<file path="config.mk">
export PLATFORM = sky130hd
export DESIGN_NAME = silife_vga_render_flat
export DESIGN_NICKNAME = d
export VERILOG_FILES = /design/src/rtl/silife_vga_render_if.sv /design/src/rtl/silife_vga_render.sv /design/src/flat_wrapper.sv
export SDC_FILE = /design/constraint.sdc
export NUM_CORES = 1
export LEC_CHECK = 0
export CORE_ASPECT_RATIO = 1.2
export CORE_UTILIZATION = 25
export CTS_CLUSTER_SIZE = 14
export DETAILED_ROUTE_END_ITERATION = 6
export SLEW_MARGIN = 0
export SYNTH_ARGS = -nofsm -noshare
export SYNTH_HDL_FRONTEND = slang
export SYNTH_SLANG_ARGS = --single-unit
</file>
<file path="constraint.sdc">
create_clock -name clk -period 3.2 [get_ports clk]
set_input_delay 0.48 -clock clk [delete_from_list [all_inputs] [get_ports clk]]
set_output_delay 0.48 -clock clk [all_outputs]
set_load 0.05 [all_outputs]
</file>
<file path="src/rtl/silife_vga_render_if.sv">
// rtl/silife_vga_render_if.sv - cell-array fetch and video output bundle for silife_vga_render
interface silife_vga_render_if #(
    parameter int WIDTH  = 32,
    parameter int HEIGHT = 32
);
    localparam int RW = $clog2(HEIGHT);

    // Cell array side: row request out, selected row back in
    logic [WIDTH-1:0] i_cells;
    logic [RW-1:0]    o_row_select;

    // Live display controls
    logic             i_grid_en;
    logic             i_invert;

    // Video side
    logic             o_hsync;
    logic             o_vsync;
    logic             o_data;
    logic             o_grid;
    logic             o_frame_end;

    // Renderer view
    modport master (
        input  i_cells,
        input  i_grid_en,
        input  i_invert,
        output o_row_select,
        output o_hsync,
        output o_vsync,
        output o_data,
        output o_grid,
        output o_frame_end
    );

    // Cell array / display consumer view
    modport slave (
        output i_cells,
        output i_grid_en,
        output i_invert,
        input  o_row_select,
        input  o_hsync,
        input  o_vsync,
        input  o_data,
        input  o_grid,
        input  o_frame_end
    );
endinterface

</file>
<file path="src/rtl/silife_vga_render.sv">
// rtl/silife_vga_render.sv - VGA timing and cell-grid renderer with one-row line buffer
module silife_vga_render #(
    parameter int WIDTH      = 32,
    parameter int HEIGHT     = 32,
    parameter int CELL_SHIFT = 3,
    parameter int H_ACTIVE   = 640,
    parameter int H_FP       = 16,
    parameter int H_SYNC     = 96,
    parameter int H_BP       = 48,
    parameter int V_ACTIVE   = 480,
    parameter int V_FP       = 10,
    parameter int V_SYNC     = 2,
    parameter int V_BP       = 33
) (
    input  logic                 clk,
    input  logic                 reset,
    silife_vga_render_if.master  vga
);

    localparam int H_TOTAL   = H_ACTIVE + H_FP + H_SYNC + H_BP;
    localparam int V_TOTAL   = V_ACTIVE + V_FP + V_SYNC + V_BP;
    localparam int XW        = $clog2(H_TOTAL);
    localparam int YW        = $clog2(V_TOTAL);
    localparam int RW        = $clog2(HEIGHT);
    localparam int CW        = (WIDTH > 1) ? $clog2(WIDTH) : 1;
    localparam int CELL_MASK = (1 << CELL_SHIFT) - 1;

    // Grid extent in pixels, clipped to the visible area
    localparam int GRID_W = ((WIDTH  << CELL_SHIFT) < H_ACTIVE) ? (WIDTH  << CELL_SHIFT) : H_ACTIVE;
    localparam int GRID_H = ((HEIGHT << CELL_SHIFT) < V_ACTIVE) ? (HEIGHT << CELL_SHIFT) : V_ACTIVE;

    localparam logic [XW-1:0] X_LAST    = XW'(H_TOTAL - 1);
    localparam logic [XW-1:0] X_FETCH   = XW'(H_ACTIVE);
    localparam logic [XW-1:0] X_CAPTURE = XW'(H_ACTIVE + 1);
    localparam logic [XW-1:0] X_HS_BEG  = XW'(H_ACTIVE + H_FP);
    localparam logic [XW-1:0] X_HS_END  = XW'(H_ACTIVE + H_FP + H_SYNC);
    localparam logic [XW-1:0] X_GRID    = XW'(GRID_W);
    localparam logic [XW-1:0] X_MASK    = XW'(CELL_MASK);

    localparam logic [YW-1:0] Y_LAST    = YW'(V_TOTAL - 1);
    localparam logic [YW-1:0] Y_VS_BEG  = YW'(V_ACTIVE + V_FP);
    localparam logic [YW-1:0] Y_VS_END  = YW'(V_ACTIVE + V_FP + V_SYNC);
    localparam logic [YW-1:0] Y_GRID    = YW'(GRID_H);
    localparam logic [YW-1:0] Y_MASK    = YW'(CELL_MASK);
    localparam logic [YW-1:0] Y_FRAME   = YW'(V_ACTIVE);

    // Parameter sanity: the grid must fit the visible area and the row index needs >= 1 bit
    generate
        if ((WIDTH << CELL_SHIFT) > H_ACTIVE) begin : g_chk_width
            $error("silife_vga_render: WIDTH<<CELL_SHIFT exceeds H_ACTIVE");
        end
        if ((HEIGHT << CELL_SHIFT) > V_ACTIVE) begin : g_chk_height
            $error("silife_vga_render: HEIGHT<<CELL_SHIFT exceeds V_ACTIVE");
        end
        if (HEIGHT < 2) begin : g_chk_rows
            $error("silife_vga_render: HEIGHT must be at least 2");
        end
    endgenerate

    // Beam position of the pixel being computed this cycle
    logic [XW-1:0]    r_x;
    logic [YW-1:0]    r_y;

    // Row fetch state and the one-row line buffer
    logic [RW-1:0]    r_row_sel;
    logic             r_fetch_pend;
    logic [WIDTH-1:0] r_buf;

    logic             w_x_last;
    logic             w_y_last;
    logic [YW-1:0]    w_next_y;
    logic [RW-1:0]    w_next_row;
    logic             w_next_fetch;
    logic             w_in_grid;
    logic [CW-1:0]    w_col;
    logic             w_cell;
    logic             w_cell_edge;
    logic             w_hsync_n;
    logic             w_vsync_n;
    logic             w_frame_end;

    assign w_x_last     = (r_x == X_LAST);
    assign w_y_last     = (r_y == Y_LAST);
    // Line after this one, wrapping so row 0 is prefetched during the last line of a frame
    assign w_next_y     = w_y_last ? '0 : (r_y + 1'b1);
    assign w_next_row   = RW'(w_next_y >> CELL_SHIFT);
    // Only the first line of each cell row inside the grid needs a new row from the array
    assign w_next_fetch = (w_next_y < Y_GRID) && ((w_next_y & Y_MASK) == '0);

    assign w_in_grid    = (r_x < X_GRID) && (r_y < Y_GRID);
    assign w_col        = CW'(r_x >> CELL_SHIFT);
    assign w_cell       = r_buf[w_col];
    assign w_cell_edge  = ((r_x & X_MASK) == '0) || ((r_y & Y_MASK) == '0);

    assign w_hsync_n    = !((r_x >= X_HS_BEG) && (r_x < X_HS_END));
    assign w_vsync_n    = !((r_y >= Y_VS_BEG) && (r_y < Y_VS_END));
    assign w_frame_end  = (r_x == '0) && (r_y == Y_FRAME);

    // Row select leaves the block directly from its register so the array sees it early
    assign vga.o_row_select = r_row_sel;

    // Raster counters: x runs along the line, y advances when x wraps
    always_ff @(posedge clk) begin
        if (reset) begin
            r_x <= '0;
            r_y <= '0;
        end else if (w_x_last) begin
            r_x <= '0;
            r_y <= w_next_y;
        end else begin
            r_x <= r_x + 1'b1;
        end
    end

    // Request the next cell row at the end of active video, capture it one cycle later
    always_ff @(posedge clk) begin
        if (reset) begin
            r_row_sel    <= '0;
            r_fetch_pend <= 1'b0;
            r_buf        <= '0;
        end else if ((r_x == X_FETCH) && w_next_fetch) begin
            r_row_sel    <= w_next_row;
            r_fetch_pend <= 1'b1;
        end else if ((r_x == X_CAPTURE) && r_fetch_pend) begin
            r_buf        <= vga.i_cells;
            r_fetch_pend <= 1'b0;
        end
    end

    // Video outputs: all registered once so sync, pixels and frame pulse stay aligned
    always_ff @(posedge clk) begin
        if (reset) begin
            vga.o_hsync     <= 1'b1;
            vga.o_vsync     <= 1'b1;
            vga.o_data      <= 1'b0;
            vga.o_grid      <= 1'b0;
            vga.o_frame_end <= 1'b0;
        end else begin
            vga.o_hsync     <= w_hsync_n;
            vga.o_vsync     <= w_vsync_n;
            vga.o_data      <= w_in_grid && (w_cell ^ vga.i_invert);
            vga.o_grid      <= w_in_grid && vga.i_grid_en && w_cell_edge;
            vga.o_frame_end <= w_frame_end;
        end
    end

endmodule

</file>
<file path="src/flat_wrapper.sv">
// flat-port wrapper written by rule: the top's interface ports become plain ports
module silife_vga_render_flat 
#(
    parameter int WIDTH      = 32,
    parameter int HEIGHT     = 32,
    parameter int CELL_SHIFT = 3,
    parameter int H_ACTIVE   = 640,
    parameter int H_FP       = 16,
    parameter int H_SYNC     = 96,
    parameter int H_BP       = 48,
    parameter int V_ACTIVE   = 480,
    parameter int V_FP       = 10,
    parameter int V_SYNC     = 2,
    parameter int V_BP       = 33
)
  (clk, reset, vga_i_cells, vga_i_grid_en, vga_i_invert, vga_o_row_select, vga_o_hsync, vga_o_vsync, vga_o_data, vga_o_grid, vga_o_frame_end);
  silife_vga_render_if #(.WIDTH(WIDTH), .HEIGHT(HEIGHT)) vga_i ();
  input  logic clk;
  input  logic reset;
  input wire logic [$bits(vga_i.i_cells)-1:0] vga_i_cells;
  input wire logic [$bits(vga_i.i_grid_en)-1:0] vga_i_grid_en;
  input wire logic [$bits(vga_i.i_invert)-1:0] vga_i_invert;
  output wire logic [$bits(vga_i.o_row_select)-1:0] vga_o_row_select;
  output wire logic [$bits(vga_i.o_hsync)-1:0] vga_o_hsync;
  output wire logic [$bits(vga_i.o_vsync)-1:0] vga_o_vsync;
  output wire logic [$bits(vga_i.o_data)-1:0] vga_o_data;
  output wire logic [$bits(vga_i.o_grid)-1:0] vga_o_grid;
  output wire logic [$bits(vga_i.o_frame_end)-1:0] vga_o_frame_end;
  assign vga_i.i_cells = vga_i_cells;
  assign vga_i.i_grid_en = vga_i_grid_en;
  assign vga_i.i_invert = vga_i_invert;
  assign vga_o_row_select = vga_i.o_row_select;
  assign vga_o_hsync = vga_i.o_hsync;
  assign vga_o_vsync = vga_i.o_vsync;
  assign vga_o_data = vga_i.o_data;
  assign vga_o_grid = vga_i.o_grid;
  assign vga_o_frame_end = vga_i.o_frame_end;
  silife_vga_render #(.WIDTH(WIDTH), .HEIGHT(HEIGHT), .CELL_SHIFT(CELL_SHIFT), .H_ACTIVE(H_ACTIVE), .H_FP(H_FP), .H_SYNC(H_SYNC), .H_BP(H_BP), .V_ACTIVE(V_ACTIVE), .V_FP(V_FP), .V_SYNC(V_SYNC), .V_BP(V_BP)) u_core (.clk(clk), .reset(reset), .vga(vga_i));
endmodule
</file>
# == Word-level counts from Yosys, hierarchy flattened ==
# Cells that the tools add are included.
# word_totals
output_inout_bits,10
inputBits,36
rom_bits,0
latch_bits,0
ff_bits,63
wordCells,52
ramBits,0
memories,0
# classes
div,0
n_reduce_logical,20
magnitude_cmp,8
shift,0
bitwise_logic,2
eq_ne,5
mul,0
n_mux,5
add_sub_neg,2
# op_table
operator,count
$eq 10x10->1 const B,4
$logic_not 10->1,4
$lt 10x9->1 const B,4
$add 10x1->10 const B,2
$eq 10x9->1 const B,1
$ge 10x10->1 const B,1
$ge 10x9->1 const B,1
$logic_and 1x1->1,10
$lt 10x10->1 const B,1
$mux 10,1
$lt 5x6->1 const B,1
$bmux 1 s5,1
$mux 1,3
$logic_not 1->1,2
$reduce_and 2->1,1
$reduce_bool 2->1,1
$reduce_or 2->1,1
$logic_or 1x1->1,1
$not 1->1,1
$xor 1x1->1,1

# == Depth between registers and ports, before layout ==
# Gate-level depths: netlist of the first run.
# depth
word_depth,7
depth_mapped,9
ltp_nobuf,7

# == Least setup slack after synthesis of the first run ==
# No wires, ideal clock.
# synth_path
path_kind,reg-to-reg
start,register u_core.r_y[1]
end,register u_core.r_buf[0]
path_slack_ps,1027
n_path_buf,1
setup_ps,72
arrival_ps,2101
required_time_ps,3128
path_stages_with_launch,8
synth_period_minus_slack_ps,2173
cell_sequence,dfxtp_1 ha_1 nand4_2 or3_4 a41o_4 a31oi_4 buf_12 mux2i_1
# synth_between
elab_chain_len,7
word_cells_on_any_way,9
classes_between,add/sub: 1; order compare: 1; eq/ne: 1; mux: 1; bitwise: 1; reduce/logical: 4
# synth_lines
item,line_no,text
start: declaration,silife_vga_render.sv:62,logic [YW-1:0] r_y;
start signal: assignment,silife_vga_render.sv:109,r_y <= w_next_y;
$add 10x1->10 or $eq 10x10->1 (tied branches),"silife_vga_render.sv:85, silife_vga_render.sv:83",
$mux 10 (*),silife_vga_render.sv:85,assign w_next_y = w_y_last ? '0 : (r_y + 1'b1);
$lt 10x9->1 or $logic_not 10->1 (tied branches),silife_vga_render.sv:88,assign w_next_fetch = (w_next_y < Y_GRID) && ((w_next_y & Y_MASK) == '0);
$logic_and 1x1->1 (*),silife_vga_render.sv:88,
$logic_and 1x1->1 (*),silife_vga_render.sv:121,end else if ((r_x == X_FETCH) && w_next_fetch) begin
$not 1->1 (no line) (*),n/a,
$reduce_and 2->1 (no line) (*),n/a,
end signal: assignment,silife_vga_render.sv:125,r_buf <= vga.i_cells;
end: declaration,silife_vga_render.sv:67,logic [WIDTH-1:0] r_buf;
# Every way passes the cells marked *; elsewhere a longest branch is shown, timed or not.
# A chain may end at the register's enable or synchronous reset.

# == Worst setup path after layout of the first run ==
# layout_path
start,register u_core.r_x[3]
end,register u_core.vga.o_data
# layout_between
elab_chain_len,4
word_cells_on_any_way,6
classes_between,order compare: 1; mux: 2; bitwise: 1; reduce/logical: 2
# layout_lines
item,line_no,text
start: declaration,silife_vga_render.sv:61,logic [XW-1:0] r_x;
start signal: assignment,silife_vga_render.sv:111,r_x <= r_x + 1'b1;
$bmux 1 s5,silife_vga_render.sv:92,assign w_cell = r_buf[w_col];
$mux 1 (implied by the code),silife_vga_render.sv:92,
$xor 1x1->1,silife_vga_render.sv:141,vga.o_data <= w_in_grid && (w_cell ^ vga.i_invert);
$logic_and 1x1->1 (*),silife_vga_render.sv:141,
end signal: assignment,silife_vga_render.sv:141,
end: declaration,silife_vga_render_if.sv:31,"output o_data,"
# Every way passes the cells marked *; elsewhere a longest branch is shown, timed or not. The select of a mux whose other input is x is not followed.

==> impl_metrics.prom, run 1 <==
# TYPE chip_impl_metric gauge
chip_impl_info{name="run_status",value="finished, final reports clean"} 1
chip_impl_metric{name="cts_sink_cnt",unit=""} 63
chip_impl_metric{name="crit_fanout",unit=""} 14
chip_impl_metric{name="max_clock_freq",unit="MHz"} 382
chip_impl_metric{name="cts-htree-levels",unit=""} 3
chip_impl_metric{name="clock-skew-final",unit="ns"} 0.00588
chip_impl_metric{name="postSynthCellCount",unit=""} 363
chip_impl_info{name="path_class",value="reg2reg"} 1
chip_impl_metric{name="ctsLongestPathBuffers",unit=""} 2
chip_impl_metric{name="hold_slack",unit="ns"} 0.454
chip_impl_info{name="timing.hold.worst.class",value="reg2reg"} 1
chip_impl_metric{name="clk_latency",unit="ns"} 0.33
chip_impl_metric{name="dr.first_iter.drc_count",unit=""} 78
chip_impl_info{name="clk_root_buffer_cell",value="clkbuf_16"} 1
chip_impl_metric{name="vias_in_the_first_global_route",unit=""} 2612
chip_impl_metric{name="fin_ws",unit="ns"} 0.583
chip_impl_metric{name="grt_use_total",unit=""} 0.114
chip_impl_metric{name="die_y",unit="um"} 127
chip_impl_metric{name="drt_wl_total",unit="um"} 7120
chip_impl_info{name="final_common_cell",value="nand2_1"} 1
chip_impl_info{name="synth_ff_type",value="dfxtp_1"} 1
chip_impl_metric{name="gp_congestion",unit=""} 0.849
chip_impl_metric{name="async_reset_ff_frac",unit=""} 0
chip_impl_metric{name="firstDrtPassIters",unit=""} 4
chip_impl_metric{name="synth_enable_flop_cells",unit=""} 0
chip_impl_metric{name="routed_via_density",unit=""} 4.56
chip_impl_info{name="most-common-layout-cells",value="nand2_1, dfxtp_1, clkdlybuf4s50_1"} 1
chip_impl_metric{name="area_taken_by_flip_flops_and_latches",unit="mm^2"} 0.00126
chip_impl_metric{name="io-pin-count",unit=""} 46
chip_impl_metric{name="place.detailed.hpwl",unit="um"} 5140
chip_impl_metric{name="postCtsHoldBufs",unit=""} 0
chip_impl_metric{name="synth.yosys.seq_area_share",unit=""} 0.389
chip_impl_metric{name="max-slew-margin-rel",unit=""} 0.463
chip_impl_metric{name="numPortBuffers",unit=""} 45
chip_impl_metric{name="synth_seq_cells",unit=""} 63
chip_impl_metric{name="antenna_cells_inserted",unit=""} 0
chip_impl_metric{name="report.final.hold_viol_count",unit=""} 0
chip_impl_info{name="slowest_library_cell_on_the_worst_path",value="dfxtp_1"} 1
chip_impl_info{name="timing.critical_path.cells",value="mux4_2 -> a2111oi_0 -> or4_1 -> mux2_2"} 1
chip_impl_metric{name="grt_start_max_net_pins",unit=""} 33
chip_impl_metric{name="vdd.ir_drop.worst",unit="V"} 0.000214
chip_impl_metric{name="synth_area",unit="mm^2"} 0.00324
chip_impl_metric{name="postSynthAreaPerCell",unit="um^2"} 8.93
chip_impl_metric{name="grt_pass1_wl",unit="um"} 12000
chip_impl_metric{name="crit_path_buffers_inverters",unit=""} 0
chip_impl_metric{name="synth-warning-count",unit=""} 0
chip_impl_metric{name="flow.area_growth_from_synthesis",unit="%"} 25.4
chip_impl_metric{name="cts_post_setup_buffers_inserted",unit=""} 0
chip_impl_metric{name="crit_path_max_incr_delay",unit="ns"} 0.84
chip_impl_metric{name="fillers",unit=""} 1343
chip_impl_metric{name="die_x",unit="um"} 106
chip_impl_metric{name="final_nets",unit=""} 440
chip_impl_metric{name="vias",unit=""} 2589
chip_impl_metric{name="core_area",unit="mm^2"} 0.0127
chip_impl_metric{name="detailedPlace.worstSlack",unit="ns"} 0.593
chip_impl_metric{name="detail-route-antenna-nets",unit=""} 0
chip_impl_metric{name="cp_data_arrival_time",unit="ns"} 2.83
chip_impl_metric{name="row_count",unit=""} 45
chip_impl_metric{name="worst_setup_hold_path_clk_slew",unit="ns"} 0.05
chip_impl_info{name="cts_tree",value="done"} 1
chip_impl_metric{name="post-route-period-util",unit=""} 0.818
chip_impl_metric{name="drv_slew",unit=""} 0
chip_impl_metric{name="numCtsBuffers",unit=""} 9
chip_impl_metric{name="multiInputGateArea",unit="mm^2"} 0.00177
chip_impl_metric{name="avgRoutedWirePerCell",unit="um"} 12.5
chip_impl_metric{name="final-setup-viol-count",unit=""} 0
chip_impl_info{name="rsz_0062_raised_after_global_routing",value="false"} 1
chip_impl_metric{name="post-route-drc-count",unit=""} 0
chip_impl_metric{name="endpoint_required_time_on_the_critical_path",unit="ns"} 3.41
chip_impl_metric{name="totalNegativeSetupSlack",unit="ns"} 0
chip_impl_metric{name="power.density_cell_area",unit="mW/mm^2"} 460
chip_impl_metric{name="drive_gt1_frac",unit=""} 0.101
chip_impl_info{name="critPathCaptureType",value="flip-flop"} 1
chip_impl_metric{name="synthesized_nets",unit=""} 404
chip_impl_metric{name="power.static_leakage",unit="uW"} 0.00139
chip_impl_metric{name="die_area",unit="mm^2"} 0.0134
chip_impl_metric{name="initial_antenna_violation_count",unit=""} 0
chip_impl_metric{name="netlist-cell-type-count",unit=""} 51
chip_impl_metric{name="cts_repair_resized_insts",unit=""} 0
chip_impl_metric{name="drv_cap",unit=""} 0
chip_impl_metric{name="worst-slew-pin-transition",unit="ns"} 0.804
chip_impl_metric{name="fin_crit",unit="ns"} 2.62
chip_impl_info{name="setup.worst_path.start_class",value="flip-flop"} 1
chip_impl_metric{name="initial_utilization",unit=""} 0.256
chip_impl_info{name="timing.critical_path.max_delay_family",value="multiplexers"} 1
chip_impl_metric{name="grt_overflow_total",unit=""} 0
per-layer routing:
metal	vias to the layer above	wire, um	GRT usage	share of wire
met5	-	0	0	0
met4	0	129	0.0482	0.018
met3	12	362	0.0355	0.051
met2	66	3330	0.187	0.47
met1	1201	3310	0.137	0.46
li1	1310	-	-	-
path summary, 6_finish.rpt:
path / startpoint / end / slack [ns] / depth (start not counted)
worst max register to register: u_core.r_x[3] / u_core.vga.o_data / 0.58 / 4
worst max-delay path: u_core.r_x[3] / u_core.vga.o_data / 0.58 / 4
worst min-delay path: u_core.r_buf[14] / u_core.r_buf[14] / 0.45 / 2
worst min register to register: u_core.r_buf[14] / u_core.r_buf[14] / 0.45 / 2
worst reg2reg max path: cells and delay by family (launching register included):
kind	cells	cell delay, ns
AO/OA/AOI/OAI	1	0.46
flip-flops	1	0.84
multiplexers	2	0.94
AND/OR/NAND/NOR	1	0.26
registers in the layout, summed over array words and instances (netlist names):
register / count
u_core.vga.o_frame_end: 1
u_core.vga.o_data: 1
u_core.vga.o_grid: 1
u_core.r_y: 10
u_core.r_buf: 32
u_core.vga.o_row_select: 5
u_core.r_x: 10
u_core.r_fetch_pend: 1
u_core.vga.o_hsync: 1
u_core.vga.o_vsync: 1
synthesized netlist by cell type (2+ instances only):
cell type,number,share of area
clkbuf_1,13,0.015
a2111oi_0,2,0.0054
o22ai_1,2,0.0039
xnor2_1,8,0.022
nand3b_1,4,0.0093
nand4_1,4,0.0077
a21oi_1,10,0.015
xor2_1,7,0.019
nor2_1,29,0.034
or4_1,3,0.0069
mux4_2,6,0.042
or2_2,2,0.0039
buf_12,3,0.019
nor3_1,11,0.017
dfxtp_1,63,0.39
nor2b_1,7,0.014
mux2i_1,39,0.12
nor4_1,2,0.0039
buf_4,4,0.0093
nand3_1,12,0.019
mux2_2,3,0.010
nand2_1,76,0.088
and3_1,4,0.0077
o21ai_0,6,0.0093
buf_2,3,0.0046
inv_1,11,0.013
ha_1,5,0.019
kinds of logic (layout without fill, tap and decap cells):
family	Yosys count	in the layout	share of synthesized area
buffers and inverters	37	78	0.0660
and+or+nand+nor	166	166	0.244
DFF	63	63	0.389
AOI/OAI and AO/OA	28	28	0.0656
muxes	49	49	0.176
xor gates and xnor gates	15	15	0.0405
adders and majority gates	5	5	0.0193
through the flow:
| stage | utilization | std cells | cell area [um^2] | power (uW) |
|---|---|---|---|---|
| finish | 0.321 | 568 | 4070 | 1870 |
| global route | 0.321 | 568 | 4070 | 1940 |
| CTS | 0.321 | 568 | 4070 | 1890 |
| detailed placement | 0.297 | 552 | 3770 | 915 |
| global placement | 0.297 | 552 | 3770 | 914 |
| floorplan | - | 363 | 3240 | 855 |
area by class of cell:
class / count / share of cell area
clock buffers: 10 / 0.0588
clock inverters: 6 / 0.0148
inverters: 12 / 0.0111
multi-input cells: 263 / 0.435
flip-flops and latches: 63 / 0.310
well taps: 164 / 0.0505
repair buffers: 50 / 0.120
power by group:
part           switching, uW  leakage, uW  internal (uW)
Sequential              4.46     0.000508            789
Combinational           47.0     0.000735           56.1
Clock                    352     0.000144            619
(Power assumes the default switching activity.)
==> run 2: changes to the inputs <==
==> constraint.sdc (replaced) <==
create_clock -name clk -period 2.5 [get_ports clk]
set_input_delay 0.375 -clock clk [delete_from_list [all_inputs] [get_ports clk]]
set_output_delay 0.375 -clock clk [all_outputs]
set_load 0.05 [all_outputs]
==> run 2 against run 1 <==
  * Die area unchanged
  * Clock power increased by 41%
  * Total power increased by 35%
  * Largest power group unchanged
  * Final area increased by 2.0%
  * Utilization increased by 0.64 points
  * Sequential power increased by 28%
  * Critical path depth increased by 4
  * Sequential share of layout area decreased by 0.58 points
  * Critical endpoint is now u_core.r_buf[27]
  * Flip-flop and latch count unchanged
  * Setup slack got worse by 0.41 ns
  * Largest cell class unchanged
==> impl_metrics.prom, run 2 (synthesized netlist as in run 1, its figures left out) <==
# TYPE chip_impl_metric gauge
chip_impl_metric{name="cp_data_arrival_time",unit="ns"} 2.57
chip_impl_metric{name="numPortBuffers",unit=""} 45
chip_impl_metric{name="worst-slew-pin-transition",unit="ns"} 0.596
chip_impl_metric{name="vdd.ir_drop.worst",unit="V"} 0.000273
chip_impl_metric{name="number_of_flip_flops_under_the_largest_register_name",unit=""} 32
chip_impl_info{name="path_class",value="reg2reg"} 1
chip_impl_metric{name="final_nets",unit=""} 443
chip_impl_metric{name="crit_path_buffers_inverters",unit=""} 2
chip_impl_metric{name="final-setup-viol-count",unit=""} 0
chip_impl_info{name="most-common-layout-cells",value="nand2_1, dfxtp_1, clkdlybuf4s50_1"} 1
chip_impl_info{name="largest_register",value="u_core.r_buf"} 1
chip_impl_metric{name="detail-route-antenna-nets",unit=""} 0
chip_impl_metric{name="worst_setup_hold_path_clk_slew",unit="ns"} 0.06
chip_impl_metric{name="grt_start_max_net_pins",unit=""} 66
chip_impl_info{name="final_common_cell",value="nand2_1"} 1
chip_impl_metric{name="firstDrtPassIters",unit=""} 4
chip_impl_metric{name="cts_sink_cnt",unit=""} 63
chip_impl_metric{name="totalNegativeSetupSlack",unit="ns"} 0
chip_impl_metric{name="drv_cap",unit=""} 0
chip_impl_metric{name="cts_post_setup_buffers_inserted",unit=""} 0
chip_impl_metric{name="grt_use_total",unit=""} 0.113
chip_impl_metric{name="routed_via_density",unit=""} 4.51
chip_impl_metric{name="critical_path_cell_count",unit=""} 8
chip_impl_metric{name="die_x",unit="um"} 106
chip_impl_metric{name="die_y",unit="um"} 127
chip_impl_info{name="timing.critical_path.cells",value="inv_1 -> ha_1 -> nand4b_1 -> and4bb_2 -> a2111o_1 -> a31oi_4 -> buf_12 -> mux2i_1"} 1
chip_impl_metric{name="fillers",unit=""} 1334
chip_impl_metric{name="place.detailed.hpwl",unit="um"} 5180
chip_impl_metric{name="initial_antenna_violation_count",unit=""} 0
chip_impl_metric{name="grt_pass1_wl",unit="um"} 12000
chip_impl_metric{name="fin_crit",unit="ns"} 2.33
chip_impl_metric{name="initial_utilization",unit=""} 0.256
chip_impl_metric{name="max-slew-margin-rel",unit=""} 0.602
chip_impl_metric{name="cts-htree-levels",unit=""} 3
chip_impl_metric{name="max_clock_freq",unit="MHz"} 430
chip_impl_metric{name="post-route-period-util",unit=""} 0.931
chip_impl_metric{name="gp_congestion",unit=""} 0.864
chip_impl_metric{name="vias",unit=""} 2577
chip_impl_info{name="slowest_library_cell_on_the_worst_path",value="dfxtp_1"} 1
chip_impl_metric{name="postLayoutCoreUtil",unit=""} 0.327
chip_impl_metric{name="drt_wl_total",unit="um"} 7160
chip_impl_metric{name="power.static_leakage",unit="uW"} 0.00142
chip_impl_metric{name="power.density_cell_area",unit="mW/mm^2"} 607
chip_impl_metric{name="io-pin-count",unit=""} 46
chip_impl_metric{name="flow.area_growth_from_synthesis",unit="%"} 27.9
chip_impl_metric{name="clock-skew-final",unit="ns"} 0.0110
chip_impl_metric{name="crit_path_max_incr_delay",unit="ns"} 0.39
chip_impl_info{name="cts_tree",value="done"} 1
chip_impl_info{name="timing.hold.worst.class",value="reg2reg"} 1
chip_impl_metric{name="reg2reg_depth",unit=""} 8
chip_impl_info{name="setup.worst_path.start_class",value="flip-flop"} 1
chip_impl_metric{name="ctsLongestPathBuffers",unit=""} 2
chip_impl_metric{name="avgRoutedWirePerCell",unit="um"} 12.5
chip_impl_info{name="rsz_0062_raised_after_global_routing",value="false"} 1
chip_impl_metric{name="drive_gt1_frac",unit=""} 0.111
chip_impl_metric{name="antenna_cells_inserted",unit=""} 0
chip_impl_metric{name="core_area",unit="mm^2"} 0.0127
chip_impl_metric{name="post-route-drc-count",unit=""} 0
chip_impl_metric{name="clk_latency",unit="ns"} 0.33
chip_impl_info{name="largest_registers_in_the_final_layout",value="u_core.r_buf x32, u_core.r_x x10, u_core.r_y x10"} 1
chip_impl_metric{name="grt_overflow_total",unit=""} 0
chip_impl_metric{name="crit_fanout",unit=""} 32
chip_impl_info{name="run_status",value="finished, final reports clean"} 1
chip_impl_metric{name="report.final.hold_viol_count",unit=""} 0
chip_impl_metric{name="min_path_cells",unit=""} 2
chip_impl_metric{name="die_area",unit="mm^2"} 0.0134
chip_impl_metric{name="numCtsBuffers",unit=""} 9
chip_impl_metric{name="row_count",unit=""} 45
chip_impl_metric{name="dr.first_iter.drc_count",unit=""} 98
chip_impl_info{name="clk_root_buffer_cell",value="clkbuf_16"} 1
chip_impl_info{name="timing.critical_path.max_delay_family",value="compound AO/OA/AOI/OAI gates"} 1
chip_impl_metric{name="drv_slew",unit=""} 0
chip_impl_metric{name="vias_in_the_first_global_route",unit=""} 2544
chip_impl_metric{name="endpoint_required_time_on_the_critical_path",unit="ns"} 2.75
chip_impl_info{name="critPathCaptureType",value="flip-flop"} 1
run 2: through the flow:
step                total power [uW]  area (um^2)  worst slack [ns]  instances  hold slack (ns)
floorplan                       1090         3240             0.327        363            0.429
global placement                1170         3810             0.121        555            0.440
detailed placement              1170         3810             0.158        555            0.447
CTS                             2550         4150             0.120        571            0.458
global route                    2610         4150            0.0243        571            0.474
finish                          2520         4150             0.173        571            0.455
run 2: final timing paths:
kind / slack (ns) / from / to
worst max register to register: 0.17 / u_core.r_y[0] / u_core.r_buf[27]
worst min register to register: 0.45 / u_core.r_buf[31] / u_core.r_buf[31]
worst min-delay path: 0.45 / u_core.r_buf[31] / u_core.r_buf[31]
worst max-delay path: 0.17 / u_core.r_y[0] / u_core.r_buf[27]
run 2: report_power, final:
part | leakage (uW) | switching, uW | total (uW) | internal (uW)
Combinational | 0.000759 | 61.6 | 134 | 72.4
Clock | 0.000155 | 464 | 1370 | 904
Sequential | 0.000509 | 5.24 | 1020 | 1010
run 2: layout make-up:
| cell class | count | area (um^2) | area share |
|---|---|---|---|
| inverters | 12 | 45.0 | 0.0109 |
| clock buffers | 10 | 239 | 0.0576 |
| well taps | 164 | 205 | 0.0495 |
| multi-input cells | 263 | 1770 | 0.426 |
| clock inverters | 6 | 92.6 | 0.0223 |
| flip-flops and latches | 63 | 1260 | 0.304 |
| repair buffers | 53 | 536 | 0.129 |
run 2: worst min-delay path: stages (launching register included):
cell and delay (ns):
dfxtp_1 0.31, nand2_1 0.05, mux2i_1 0.05
run 2: routing by layer:
layer / track usage / part of all wire / up-vias
li1: - / - / 1325
met1: 0.137 / 0.47 / 1190
met2: 0.187 / 0.48 / 55
met3: 0.0360 / 0.041 / 7
met4: 0.0368 / 0.012 / 0
met5: 0 / 0 / -
run 2: what timing repair did:
| action | CTS | global route |
|---|---|---|
| hold endpoints to repair | 0 | 0 |
| resized for setup | 0 | 1 |
| hold buffers | 0 | 0 |
| endpoints found under the setup margin | 0 | 1 |
